--- src/rtl/y86_regfile_wb.sv ---
// y86_regfile_wb: Y86-64 register file and write-back stage.
// Ports:
//   clock_i, reset_n_i         rising-edge clock, asynchronous active-low reset
//   wb_valid_i                 instruction presented for write-back this cycle
//   icode_i, cnd_i, ra_i, rb_i instruction code, condition flag, register specifiers
//   val_e_i, val_m_i           ALU result (E port) and memory value (M port)
//   stat_i                     instruction status (1 AOK, 2 HLT, 3 ADR, 4 INS)
//   src_a_i, src_b_i           read addresses
//   rd_a_o, rd_b_o             combinational read data
//   dst_e_o, dst_m_o           decoded destinations, RNONE when not writing
//   halted_o                   sticky halt flag
//   retired_o                  committed-instruction counter (wraps)
module y86_regfile_wb #(
    parameter int                DATA_W   = 64,
    parameter int                NREGS    = 15,
    parameter int                IDX_W    = 4,
    parameter logic [IDX_W-1:0]  SP_IDX   = IDX_W'(4),
    parameter logic [DATA_W-1:0] RESET_SP = '0,
    parameter bit                BYPASS   = 1'b1,
    parameter int                CNT_W    = 32
) (
    input  logic              clock_i,
    input  logic              reset_n_i,
    input  logic              wb_valid_i,
    input  logic [3:0]        icode_i,
    input  logic              cnd_i,
    input  logic [IDX_W-1:0]  ra_i,
    input  logic [IDX_W-1:0]  rb_i,
    input  logic [DATA_W-1:0] val_e_i,
    input  logic [DATA_W-1:0] val_m_i,
    input  logic [2:0]        stat_i,
    input  logic [IDX_W-1:0]  src_a_i,
    input  logic [IDX_W-1:0]  src_b_i,
    output logic [DATA_W-1:0] rd_a_o,
    output logic [DATA_W-1:0] rd_b_o,
    output logic [IDX_W-1:0]  dst_e_o,
    output logic [IDX_W-1:0]  dst_m_o,
    output logic              halted_o,
    output logic [CNT_W-1:0]  retired_o
);
    localparam logic [IDX_W-1:0] RNONE = '1;
    localparam logic [2:0]       AOK   = 3'd1;

    typedef enum logic {RUN, HALT} state_t;

    state_t            state_q;
    logic [DATA_W-1:0] reg_q [NREGS];
    logic [CNT_W-1:0]  retired_q, retired_d;
    logic              run, we, fault;
    logic [IDX_W-1:0]  e_raw, m_raw;

    always_comb begin
        // Holding reset low also blocks the enable, so nothing is forwarded or reported while in reset.
        run       = reset_n_i && state_q == RUN;
        we        = run && wb_valid_i && stat_i == AOK;
        fault     = run && wb_valid_i && stat_i != AOK;
        e_raw     = (icode_i == 4'h2) ? (cnd_i ? rb_i : RNONE) :
                    (icode_i == 4'h3 || icode_i == 4'h6) ? rb_i :
                    (icode_i >= 4'h8 && icode_i <= 4'hB) ? SP_IDX : RNONE;
        m_raw     = (icode_i == 4'h5 || icode_i == 4'hB) ? ra_i : RNONE;
        dst_e_o   = we ? e_raw : RNONE;
        dst_m_o   = we ? m_raw : RNONE;
        retired_d = we ? retired_q + CNT_W'(1) : retired_q;
        // M is checked before E so a popq %rsp read sees the value that will be stored.
        rd_a_o    = (32'(src_a_i) >= NREGS) ? '0 :
                    (BYPASS && we && dst_m_o == src_a_i) ? val_m_i :
                    (BYPASS && we && dst_e_o == src_a_i) ? val_e_i : reg_q[src_a_i];
        rd_b_o    = (32'(src_b_i) >= NREGS) ? '0 :
                    (BYPASS && we && dst_m_o == src_b_i) ? val_m_i :
                    (BYPASS && we && dst_e_o == src_b_i) ? val_e_i : reg_q[src_b_i];
    end

    always_ff @(posedge clock_i or negedge reset_n_i) begin
        if (!reset_n_i) begin
            state_q   <= RUN;
            retired_q <= '0;
            for (int i = 0; i < NREGS; i++)
                reg_q[i] <= (IDX_W'(i) == SP_IDX) ? RESET_SP : '0;
        end else begin
            state_q   <= fault ? HALT : state_q;
            retired_q <= retired_d;
            for (int i = 0; i < NREGS; i++)
                if (we && dst_m_o == IDX_W'(i))
                    reg_q[i] <= val_m_i;
                else if (we && dst_e_o == IDX_W'(i))
                    reg_q[i] <= val_e_i;
        end
    end

    assign halted_o  = state_q == HALT;
    assign retired_o = retired_q;
endmodule

--- config.mk ---
export PLATFORM = sky130hd
export DESIGN_NAME = y86_regfile_wb
export DESIGN_NICKNAME = d
export VERILOG_FILES = /design/src/rtl/y86_regfile_wb.sv
export SDC_FILE = /design/constraint.sdc
export NUM_CORES = 2
export LEC_CHECK = 0
export CORE_MARGIN = 3
export CORE_UTILIZATION = 54
export CTS_BUF_LIST = sky130_fd_sc_hd__clkbuf_8
export DETAILED_ROUTE_END_ITERATION = 8
export PLACE_DENSITY = 0.76
export SYNTH_ARGS = -nofsm -noshare
export SYNTH_HDL_FRONTEND = slang
export SYNTH_SLANG_ARGS = --single-unit
--- constraint.sdc ---
create_clock -name clock_i -period 6.92 [get_ports clock_i]
set_input_delay 0.692 -clock clock_i [delete_from_list [all_inputs] [get_ports clock_i]]
set_output_delay 0.692 -clock clock_i [all_outputs]
set_load 0.02 [all_outputs]
==> out/summary.txt <==
Simple-Gate Fraction of Synth Area - 0.0912
First-pass GRT wire length - 353,000 um
Synth Cell Area - 0.0651 mm2
Clock edge transition at the registers on the reported setup and hold paths - 70 ps
WP data required - 6230 ps
Die Y - 353 um
Endpoints failing hold - 0
CTS tree - built
Synth cell types - 67
Largest cells by area after synthesis - dfrtp_1 (38%), mux2i_1 (22%), mux4_2 (9.7%)
Achievable frequency - 173 MHz
Xor/xnor share of the synthesized area - 0.00552
Unrepaired setup endpoints after global routing - no
Antenna-violating nets left - 0
Hold Crit Class - input pin to asynchronous set/reset pin
Vias in the first global route - 55,600
Ports - 324
Sink Count - 993
Worst hold slack - 367 ps
Cell Rows - 126
Initial Utilization - 0.547
VDD IR max - 0.193 mV
Clk_skew - 64.7 ps
EDFF count, synth - 0
Post-synth top area share - 0.382
Post-synth ARST share - 1.00
Synth warn - 0
Clk_lat worst skew - 910 ps
Main synth FF type - dfrtp_1
Critical path arrival - 5090 ps
WL final - 239,000 um
Post-synthesis sequential area ratio - 0.382
DIE AREA - 0.125 mm2
Post-synthesis register bit count - 993
Gate Count Post-Synth - 6,553
Fraction of layout cells with a size suffix above 1 - 0.110
GP Congestion - 0.869
Clk root buf - clkbuf_8
Crit Path Max Fanout - 73
Final worst path period need - 5780 ps
Layout area overhead - 9.39%
Main combinational cell family by area after synthesis - multiplexers
Final Slew Violations - 0
Mux share of post-synthesis cell area - 0.316
Final period utilization - 0.836
Synth Area in Compound Gates - 0.142
Largest net degree at the start of global routing - 168
Post-synthesis adder-cell area fraction - 0.000192
Post-CTS Resized - 0
Post-Syn Area per Cell - 9.93 um2
Drt initial violations - 8,266
Static Leak - 34.7 nW
Max_cap viols - 0
Final std cells w/o fill - 8,066
Via count - 56,200
Total GRT Usage - 0.372
GRT overflow - 0
DRC violation count after routing - 0
Crit Path Category - input pin to output pin
Max-Slew Margin vs Limit - 0.104
Wirelength per Cell - 29.6 um
CTS Buffer Depth - 3
Port bufs - 323
Worst setup SP type - input pin
NumNets Final - 6,481
Worst slew pin tran - 1340 ps
PwrDens - 181 mW/mm2
H-Tree Depth - 4
Num CTS Buffers - 169
Antenna violations before repair - 12
Setup violators final - 0
Setup TNS - 0 ps
First-pass DRT Iterations - 6
Core box area - 0.119 mm2
Final HPWL DP - 129,000 um
Dpl cells - 7,753
Die X - 353 um
Status - finished, final reports clean
Vias per cell - 6.97
Crit. End Element - output pin
Syn_nets - 6,709
Post-synth top area cell - dfrtp_1
## layer usage
layer / up-vias / track usage / wire, um
met2: 4262 / 0.551 / 103000
li1: 23300 / - / -
met1: 27800 / 0.491 / 89800
met5: - / 0 / 53
met4: 8 / 0.193 / 13300
met3: 887 / 0.115 / 32200
## cells in the final DEF (no fill, tap or decap), types with 4 or more instances in the layout
cell and count:
nand4_1 13, o211ai_1 112, o21ai_0 390, clkbuf_8 217, inv_1 62, o2bb2ai_1 122, mux4_2 280, nor3_1 4
nand4b_1 4, buf_4 83, nor2b_4 12, o2bb2ai_2 6, clkinv_2 14, clkdlybuf4s50_1 314, nor2_1 601, nand2_4 8
nand2_1 646, dfrtp_1 993, nor2b_1 5, a22oi_1 210, nand3_1 121, xnor2_1 25, o21ai_1 21, mux2i_1 1424
a21oi_1 578, a22o_1 22, a21boi_4 4, nor2_4 6, clkinvlp_4 7, diode_2 11, buf_12 28, nand2b_1 6
and4_1 4, xor2_1 16, a221o_1 22
## timing repair
action / CTS / global route
setup buffers: 0 / 0
hold buffers: 1 / 0
hold endpoints to repair: 68 / 0
## power breakdown
group,switching (mW),internal [mW],total [mW]
logic,1.04,0.516,1.56
clock network,2.62,2.79,5.41
registers,0.0484,5.86,5.91
total,3.71,9.17,12.9
## state kept, by name (all words and copies together), names as in the netlist
| register | cells |
|---|---|
| reg_q | 960 |
| retired_o | 32 |
| halted_o | 1 |
## worst max-delay path, cell delays in order
cell,delay [ps]
dlygate4sd3_1,560
buf_8,440
and3b_1,340
and2_1,440
nand2_2,250
o211ai_1,270
o311ai_2,200
nand2_4,760
o2bb2ai_1,340
clkdlybuf4s50_1,650
## cell families after synthesis
group | count (synthesis)
buffers and inverters | 836
multiplexers | 1704
flip-flops | 993
AO/OA/AOI/OAI | 1514
XOR/XNOR | 41
adder cells (fa/ha/maj) | 1
AND/OR/NAND/NOR | 1464
## worst paths after layout
check                                                from                         to  slack (ps)  cells past startpoint
worst max-delay path                            reset_n_i                 rd_b_o[48]        1140                     10
worst min-delay path                            reset_n_i     reg_q[254]$_DFFE_PN0P_         370                      2
worst max register to register       halted_o$_DFFE_PN0P_     reg_q[407]$_DFFE_PN0P_        2780                      7
worst min register to register  retired_o[14]$_DFFE_PN0P_  retired_o[14]$_DFFE_PN0P_         490                      1
max in group asynchronous                       reset_n_i     reg_q[414]$_DFFE_PN0P_        3500                      5
min in group clock_i                           wb_valid_i       halted_o$_DFFE_PN0P_         460                      2
## Yosys cell counts (3+ instances only)
master        n
a22oi_1     210
a22o_1       22
o2bb2ai_1   122
nand2_2       3
buf_8        10
nor3_1        5
nor4_1        4
and3_1        3
mux4_2      280
o31ai_1       3
nor2_1      607
a21boi_1      4
clkbuf_1    315
nor2b_1      17
buf_4        21
dfrtp_1     993
nand4b_1      4
or3_1         3
xor2_1       16
o21ai_0     393
a21o_1        3
inv_1         4
and2_1        4
o21ai_1      21
clkbuf_4     50
xnor2_1      25
nand2b_1      6
o211ai_1    112
nand4_1      13
clkbuf_2     21
o2bb2ai_2     6
nand2_1     652
mux2i_1    1424
buf_2       329
a21oi_1     579
and4_1        4
buf_6        25
buf_1        61
a221o_1      22
o21bai_1      4
nand3_1     122
## area by class of cell
type                            count  area, um2
Inverter                            4       15.0
Tap cell                         1600       2000
Timing Repair Buffer              433       4430
Multi-Input combinational cell   4724      36500
Clock inverter                     86        417
Sequential cell                   993      24800
Clock buffer                      215       2960
Fill cell                        9895      47700
Antenna cell                       11       27.5
## metrics by stage
| step | utilization | cell area, um2 | setup WS, ps | total power [mW] |
|---|---|---|---|---|
| floorplan | - | 65100 | 3540 | 6.90 |
| detailed placement | 0.570 | 67800 | 1460 | 7.53 |
| global route | 0.599 | 71200 | 853 | 13.2 |
| CTS | 0.599 | 71200 | 1140 | 12.8 |
| global placement | 0.570 | 67800 | 1520 | 7.50 |
| finish | 0.599 | 71200 | 1140 | 12.9 |
Note: power is estimated with default switching activity, not from simulation.
